==> src/rtl/relu_activation_unit_pkg.sv <==
// Shared types and helpers for the multi-lane activation stage.
package relu_pkg;

    typedef enum logic [1:0] {
        RELU_BYPASS = 2'd0,
        RELU_RELU   = 2'd1,
        RELU_LEAKY  = 2'd2,
        RELU_CLAMP  = 2'd3
    } relu_mode_t;

    localparam int DEF_DATA_WIDTH = 16;
    localparam int DEF_LANES      = 4;
    localparam int DEF_LEAK_SHIFT = 3;
    localparam int DEF_CNT_WIDTH  = 32;

    // Width-agnostic: callers pass sign/nonzero flags instead of the element.
    function automatic logic lane_is_zeroed(input relu_mode_t mode, input logic x_neg,
                                            input logic x_pos, input logic clamp_zero);
        return ((mode == RELU_RELU || mode == RELU_CLAMP) && x_neg) ||
               (mode == RELU_CLAMP && clamp_zero && x_pos);
    endfunction

endpackage

==> src/rtl/relu_activation_unit_if.sv <==
// Beat-level handshake bundle between upstream, the activation stage and downstream.
interface relu_activation_unit_if
    import relu_pkg::*;
#(
    parameter int DATA_WIDTH = DEF_DATA_WIDTH,
    parameter int LANES      = DEF_LANES
) ();

    logic                        in_valid;
    logic                        in_ready;
    logic [LANES*DATA_WIDTH-1:0] in_data;
    relu_mode_t                  in_mode;
    logic [DATA_WIDTH-1:0]       cfg_clamp;
    logic                        out_valid;
    logic                        out_ready;
    logic [LANES*DATA_WIDTH-1:0] out_data;

    modport master (
        output in_valid, in_data, in_mode, cfg_clamp, out_ready,
        input  in_ready, out_valid, out_data
    );

    modport slave (
        input  in_valid, in_data, in_mode, cfg_clamp, out_ready,
        output in_ready, out_valid, out_data
    );

endinterface

==> src/rtl/relu_activation_unit_lane.sv <==
// One lane of the activation function: purely combinational.
module relu_lane
    import relu_pkg::*;
#(
    parameter int DATA_WIDTH = DEF_DATA_WIDTH,
    parameter int LEAK_SHIFT = DEF_LEAK_SHIFT
) (
    input  logic signed [DATA_WIDTH-1:0] x,
    input  relu_mode_t                   mode,
    input  logic signed [DATA_WIDTH-1:0] clamp,
    output logic signed [DATA_WIDTH-1:0] y,
    output logic                         zeroed
);

    logic                         x_neg;
    logic                         x_pos;
    logic signed [DATA_WIDTH-1:0] ceil_c;

    always_comb begin
        x_neg  = x[DATA_WIDTH-1];
        x_pos  = !x_neg && (x != '0);
        // A negative ceiling would make CLAMP produce negatives; floor it at zero.
        ceil_c = clamp[DATA_WIDTH-1] ? '0 : clamp;
        y      = x;
        case (mode)
            RELU_RELU:  y = x_neg ? '0 : x;
            RELU_LEAKY: y = x_neg ? (x >>> LEAK_SHIFT) : x;
            RELU_CLAMP: y = x_neg ? '0 : ((x > ceil_c) ? ceil_c : x);
            default:    y = x;
        endcase
        zeroed = lane_is_zeroed(mode, x_neg, x_pos, ceil_c == '0);
    end

endmodule

==> src/rtl/relu_activation_unit.sv <==
// Two-stage elastic activation pipeline (S1 = activated beat, S2 = output register)
// with a saturating count of lanes forced to zero.
module relu_activation_unit
    import relu_pkg::*;
#(
    parameter int DATA_WIDTH = DEF_DATA_WIDTH,
    parameter int LANES      = DEF_LANES,
    parameter int LEAK_SHIFT = DEF_LEAK_SHIFT,
    parameter int CNT_WIDTH  = DEF_CNT_WIDTH
) (
    input  logic                 clk,
    input  logic                 rst,
    relu_activation_unit_if.slave bus,
    input  logic                 cnt_clr,
    output logic [CNT_WIDTH-1:0] zero_count
);

    localparam int W      = LANES * DATA_WIDTH;
    localparam int STAGES = 2;
    localparam int INC_W  = $clog2(LANES + 1);
    localparam int SUM_W  = ((CNT_WIDTH > INC_W) ? CNT_WIDTH : INC_W) + 1;

    logic [LANES-1:0][DATA_WIDTH-1:0] y_lane;
    logic [LANES-1:0]                 zeroed;
    logic [STAGES:1]                  vld_pipe;
    logic [W-1:0]                     s1_data;
    logic [W-1:0]                     s2_data;
    logic                             s1_valid;
    logic                             s2_valid;
    logic                             adv1;
    logic                             adv2;
    logic                             accept;
    logic [INC_W-1:0]                 inc;
    logic [SUM_W-1:0]                 cnt_sum;

    for (genvar i = 0; i < LANES; i++) begin : g_lane
        relu_lane #(
            .DATA_WIDTH (DATA_WIDTH),
            .LEAK_SHIFT (LEAK_SHIFT)
        ) u_lane (
            .x      (bus.in_data[i*DATA_WIDTH +: DATA_WIDTH]),
            .mode   (bus.in_mode),
            .clamp  (bus.cfg_clamp),
            .y      (y_lane[i]),
            .zeroed (zeroed[i])
        );
    end

    assign s1_valid      = vld_pipe[1];
    assign s2_valid      = vld_pipe[2];
    assign adv2          = !s2_valid || bus.out_ready;
    assign adv1          = !s1_valid || adv2;
    assign bus.in_ready  = adv1;
    assign accept        = bus.in_valid && adv1;
    assign bus.out_valid = s2_valid;
    assign bus.out_data  = s2_data;

    // Data registers load only on real transfers so idle-bus garbage never enters.
    always_ff @(posedge clk) begin
        if (rst) begin
            vld_pipe <= '0;
            s1_data  <= '0;
            s2_data  <= '0;
        end else begin
            if (adv1)   vld_pipe[1] <= bus.in_valid;
            if (accept) s1_data     <= y_lane;
            if (adv2)   vld_pipe[2] <= s1_valid;
            if (adv2 && s1_valid) s2_data <= s1_data;
        end
    end

    always_comb begin
        inc = '0;
        for (int i = 0; i < LANES; i++) inc = inc + INC_W'(zeroed[i]);
        cnt_sum = SUM_W'(zero_count) + SUM_W'(inc);
    end

    // Clear beats a same-cycle increment; any carry past CNT_WIDTH pins at all-ones.
    always_ff @(posedge clk) begin
        if (rst || cnt_clr)
            zero_count <= '0;
        else if (accept)
            zero_count <= (|cnt_sum[SUM_W-1:CNT_WIDTH]) ? '1 : cnt_sum[CNT_WIDTH-1:0];
    end

endmodule

==> src/flat_wrapper.sv <==
// flat-port wrapper written by rule: the top's interface ports become plain ports
module relu_activation_unit_flat import relu_pkg::*;
#(
    parameter int DATA_WIDTH = DEF_DATA_WIDTH,
    parameter int LANES      = DEF_LANES,
    parameter int LEAK_SHIFT = DEF_LEAK_SHIFT,
    parameter int CNT_WIDTH  = DEF_CNT_WIDTH
)
  (clk, rst, cnt_clr, zero_count, bus_in_valid, bus_in_data, bus_in_mode, bus_cfg_clamp, bus_out_ready, bus_in_ready, bus_out_valid, bus_out_data);
  relu_activation_unit_if #(.DATA_WIDTH(DATA_WIDTH), .LANES(LANES)) bus_i ();
  input  logic clk;
  input  logic rst;
  input  logic cnt_clr;
  output logic [CNT_WIDTH-1:0] zero_count;
  input wire logic [$bits(bus_i.in_valid)-1:0] bus_in_valid;
  input wire logic [$bits(bus_i.in_data)-1:0] bus_in_data;
  input wire logic [$bits(bus_i.in_mode)-1:0] bus_in_mode;
  input wire logic [$bits(bus_i.cfg_clamp)-1:0] bus_cfg_clamp;
  input wire logic [$bits(bus_i.out_ready)-1:0] bus_out_ready;
  output wire logic [$bits(bus_i.in_ready)-1:0] bus_in_ready;
  output wire logic [$bits(bus_i.out_valid)-1:0] bus_out_valid;
  output wire logic [$bits(bus_i.out_data)-1:0] bus_out_data;
  assign bus_i.in_valid = bus_in_valid;
  assign bus_i.in_data = bus_in_data;
  assign bus_i.in_mode = bus_in_mode;
  assign bus_i.cfg_clamp = bus_cfg_clamp;
  assign bus_i.out_ready = bus_out_ready;
  assign bus_in_ready = bus_i.in_ready;
  assign bus_out_valid = bus_i.out_valid;
  assign bus_out_data = bus_i.out_data;
  relu_activation_unit #(.DATA_WIDTH(DATA_WIDTH), .LANES(LANES), .LEAK_SHIFT(LEAK_SHIFT), .CNT_WIDTH(CNT_WIDTH)) u_core (.clk(clk), .rst(rst), .bus(bus_i), .cnt_clr(cnt_clr), .zero_count(zero_count));
endmodule
==> config.mk <==
export PLATFORM = sky130hd
export DESIGN_NAME = relu_activation_unit_flat
export DESIGN_NICKNAME = d
export VERILOG_FILES = /design/src/rtl/relu_activation_unit_pkg.sv /design/src/rtl/relu_activation_unit_if.sv /design/src/rtl/relu_activation_unit_lane.sv /design/src/rtl/relu_activation_unit.sv /design/src/flat_wrapper.sv
export SDC_FILE = /design/constraint.sdc
export NUM_CORES = 1
export LEC_CHECK = 0
export CAP_MARGIN = 20
export CORE_ASPECT_RATIO = 0.5
export CORE_UTILIZATION = 35
export CTS_CLUSTER_DIAMETER = 200
export CTS_CLUSTER_SIZE = 40
export DETAILED_ROUTE_END_ITERATION = 8
export PLACE_DENSITY = 0.57
export SYNTH_ARGS = -nofsm -noshare
export SYNTH_HDL_FRONTEND = slang
export SYNTH_SLANG_ARGS = --single-unit
==> constraint.sdc <==
create_clock -name clk -period 8.84 [get_ports clk]
set_clock_uncertainty 0.2 [all_clocks]
set_input_delay 2.652 -clock clk [delete_from_list [all_inputs] [get_ports clk]]
set_output_delay 2.652 -clock clk [all_outputs]
set_load 0.01 [all_outputs]
==> out/qor.csv <==
stage;metric;value;unit
sta;Hold Vio Cnt, Final;0;
clock_tree;clock sinks;162;
pwr;maximum vdd drop;0.1320;mV
logic_synthesis;Post-synth EDFFs;0;
logic_synthesis;Cells after Synth;1145;
logic_synthesis;post-synthesis register bit count;162;
sta;final setup TNS;0;ps
cells_and_area;layout cell share with drive strength beyond 1;0.05923;
worst_setup_path;crit path launch;bus_cfg_clamp[15];
logic_synthesis;Syn. warnings;0;
clock_tree;Clk Latency, worst-skew pair;450;ps
outcome;status;finished, final reports clean;
pwr;Cell Pwr Density;157.1;nW/um2
drt;drt pass-1 iters;8;
drt;post-route ant nets;0;
logic_synthesis;Area contributors post-synth;dfxtp_1, ha_1, a21oi_1;
cells_and_area;area of the multi-input gates;5728;um2
drt;Routed WL per cell;20.46;um
run;Max-cap violations;0;
floorplan;num ports;185;
clock_tree;Clock Path Buffers;2;
logic_synthesis;syn_nets;1299;
global_routing;vias in the first global route;8869;
sta;Final Max Slew Viols;0;
place;GPL Wtd Cong;0.8935;
drt;Iter 0 DRT Violations;923;
cells_and_area;area delta synth->final;27.67;%
sta;Worst-Margin Slew;1052;ps
clock_tree;clk slew on worst S/H paths;70;ps
drt;total number of vias;9576;
floorplan;row count;42;
clock_tree;CTS Buf Count;17;
place;pre-CTS setup slack;704.7;ps
worst_setup_path;kind of end point of the critical path;register;
worst_setup_path;Reg2Reg Setup Slack;5630;ps
global_routing;first-pass GRT wire length;52.12;mm
pwr;Lkg Pwr;4.359;nW
sta;worst hold slack;254.7;ps
place;IO Port Bufs;184;
logic_synthesis;top cells by count, synth;nand2_1, dfxtp_1, a21oi_1, o21ai_0, ha_1;
logic_synthesis;register area share after synthesis;0.3407;
drt;drt via density;5.797;
worst_setup_path;Setup crit end;u_core.zero_count[16]$_SDFFE_PP0P_;
worst_setup_path;Crit Path Class;input pin to register;
logic_synthesis;Mapped Area;9519;um2
sta;slew margin rel.;0.2988;
cells_and_area;Post-Layout Cell Count;1652;
sta;worst setup margin;1130;ps
global_routing;largest net degree at the start of global routing;84;
floorplan;core area;26590;um2
sta;final setup fails;0;
sta;period utilization;0.8722;
place;# placed instances;1620;
sta;post-route minimum period;7710;ps
drt;Residual DRC;0;
cells_and_area;ANT cells;0;
global_routing;initial antenna violation count;0;
hold_path;Hold Path Class;register to register;
global_routing;total gr overflow;0;
clock_tree;Post CTS Setup Buffer Count;0;
cells_and_area;design area;12150;um2
sta;max frequency;129.7;MHz
floorplan;DIE AREA;27900;um2
worst_setup_path;CP startpoint kind;input pin;
floorplan;die height;118.6;um
clock_tree;Hold-fix buffers, CTS;0;
logic_synthesis;Yosys top cell by area;dfxtp_1;
place;Placed Area;11560;um2
clock_tree;Post-CTS Resized;0;
place;DP HPWL;24.41;mm
worst_setup_path;worst-path fanout max;25;
logic_synthesis;Avg Inst Size Synth;8.314;um2
logic_synthesis;top-area cell type share of the netlist area;0.3407;
worst_setup_path;CP Data Arrival Time;7870;ps
logic_synthesis;asr flop ratio synth;0;
logic_synthesis;count leader, synth;nand2_1;
worst_setup_path;Worst Path Required;9000;ps
worst_setup_path;cell count of the worst reg-to-reg path;7;
logic_synthesis;Top FF cell, synth;dfxtp_1;
clock_tree;CTS tree;done;
worst_setup_path;r2r endpoint;u_core.s1_data[41]$_SDFFE_PP0P_;
cells_and_area;Fillers;2583;
drt;DRT Wirelength;33.80;mm
floorplan;initial core utilization;0.3580;
floorplan;Die X;235.2;um
global_routing;gr usage total;0.2396;
clock_tree;H-tree Lvls;4;
cells_and_area;NumNets Final;1441;
logic_synthesis;post-synthesis cell type count;65;
clock_tree;CTS root buffer;clkbuf_16;
sta;RSZ-0062 raised after global routing;false;
worst_setup_path;worst r2r src;u_core.vld_pipe[2]$_SDFFE_PP0P_;
cells_and_area;Seq. cell area;3243;um2
-- state kept, by name, indices dropped and copies added (netlist names) --
name and cells:
u_core.vld_pipe 2, u_core.zero_count 32, u_core.bus.out_data 64, u_core.s1_data 64
-- report_power, final --
group / switching, mW / internal, mW
combinational: 0.212 / 0.152
clock: 0.336 / 0.424
sequential: 0.0204 / 0.763
-- logic make-up (layout without fill, tap and decap cells) --
logic type | after synthesis | in the layout | synth area share
DFF | 162 | 162 | 0.3407
muxes | 46 | 46 | 0.04837
buffers and inverters | 120 | 275 | 0.05875
AOI/OAI and AO/OA | 388 | 388 | 0.2609
adders and majority gates | 67 | 67 | 0.08964
and+or+nand+nor | 339 | 339 | 0.1805
xor gates and xnor gates | 23 | 23 | 0.02116
-- metal layers --
metal / GRT usage / vias to the layer above / routed length (um) / share of wire
li1: - / 4555 / - / -
met3: 0.04438 / 50 / 2144 / 0.063
met2: 0.3659 / 344 / 14950 / 0.44
met5: 0 / - / 0 / 0
met1: 0.3350 / 4627 / 15950 / 0.47
met4: 0.08742 / 0 / 756 / 0.022
-- cells in the final DEF (no fill, tap or decap), types with 12 or more instances in the layout --
cell type and n:
nor3_1 12, a221o_1 50, nand2_1 175, nor4_1 17, o21ai_0 72, dfxtp_1 162
mux2i_1 46, nor2b_1 20, clkbuf_16 17, inv_1 36, ha_1 65, nor2_1 23
o22ai_1 54, a21oi_1 134, nand4_1 18, xor2_1 14, buf_4 24, o31ai_1 12
nand3_1 22, clkdlybuf4s50_1 183, a31oi_1 13
-- metrics by stage --
step,util,power [mW]
6_report,0.4570,1.909
5_1_grt,0.4570,1.989
3_3_place_gp,0.4344,1.154
4_1_cts,0.4570,1.923
3_5_place_dp,0.4347,1.157
2_1_floorplan,-,1.003
-- critical path, cell delays in order --
cell and delay [ps]:
clkdlybuf4s50_1 790, nor2b_1 240, or4_1 550, nor3_1 500, a22o_1 240, ha_1 230, inv_1 70, fa_1 420
inv_1 70, ha_1 150, inv_1 50, fa_1 380, nor2b_1 210, nor2_1 90, or4b_1 920, a21oi_1 280
-- final cells by class --
cell class	count	share of cell area
multi-input combinational	863	0.4713
sequential	162	0.2669
timing repair buffer	207	0.1656
tap	352	0.03624
clock buffer	17	0.03500
clock inverter	15	0.01390
inverter	36	0.01112
-- how the worst min path moves through the flow --
| stage | startpoint | end | depth (start not counted) |
|---|---|---|---|
| after floorplan | u_core.s1_data[0]$_SDFFE_PP0P_ | u_core.bus.out_data[0]$_SDFFE_PP0P_ | 2 |
| after global placement | u_core.s1_data[63]$_SDFFE_PP0P_ | u_core.s1_data[63]$_SDFFE_PP0P_ | 2 |
| after detailed placement | u_core.s1_data[39]$_SDFFE_PP0P_ | u_core.bus.out_data[39]$_SDFFE_PP0P_ | 2 |
| after CTS | u_core.s1_data[39]$_SDFFE_PP0P_ | u_core.bus.out_data[39]$_SDFFE_PP0P_ | 2 |
| after global routing | u_core.s1_data[2]$_SDFFE_PP0P_ | u_core.bus.out_data[2]$_SDFFE_PP0P_ | 2 |
| final | u_core.bus.out_data[19]$_SDFFE_PP0P_ | u_core.bus.out_data[19]$_SDFFE_PP0P_ | 2 |
(Power assumes the default switching activity.)
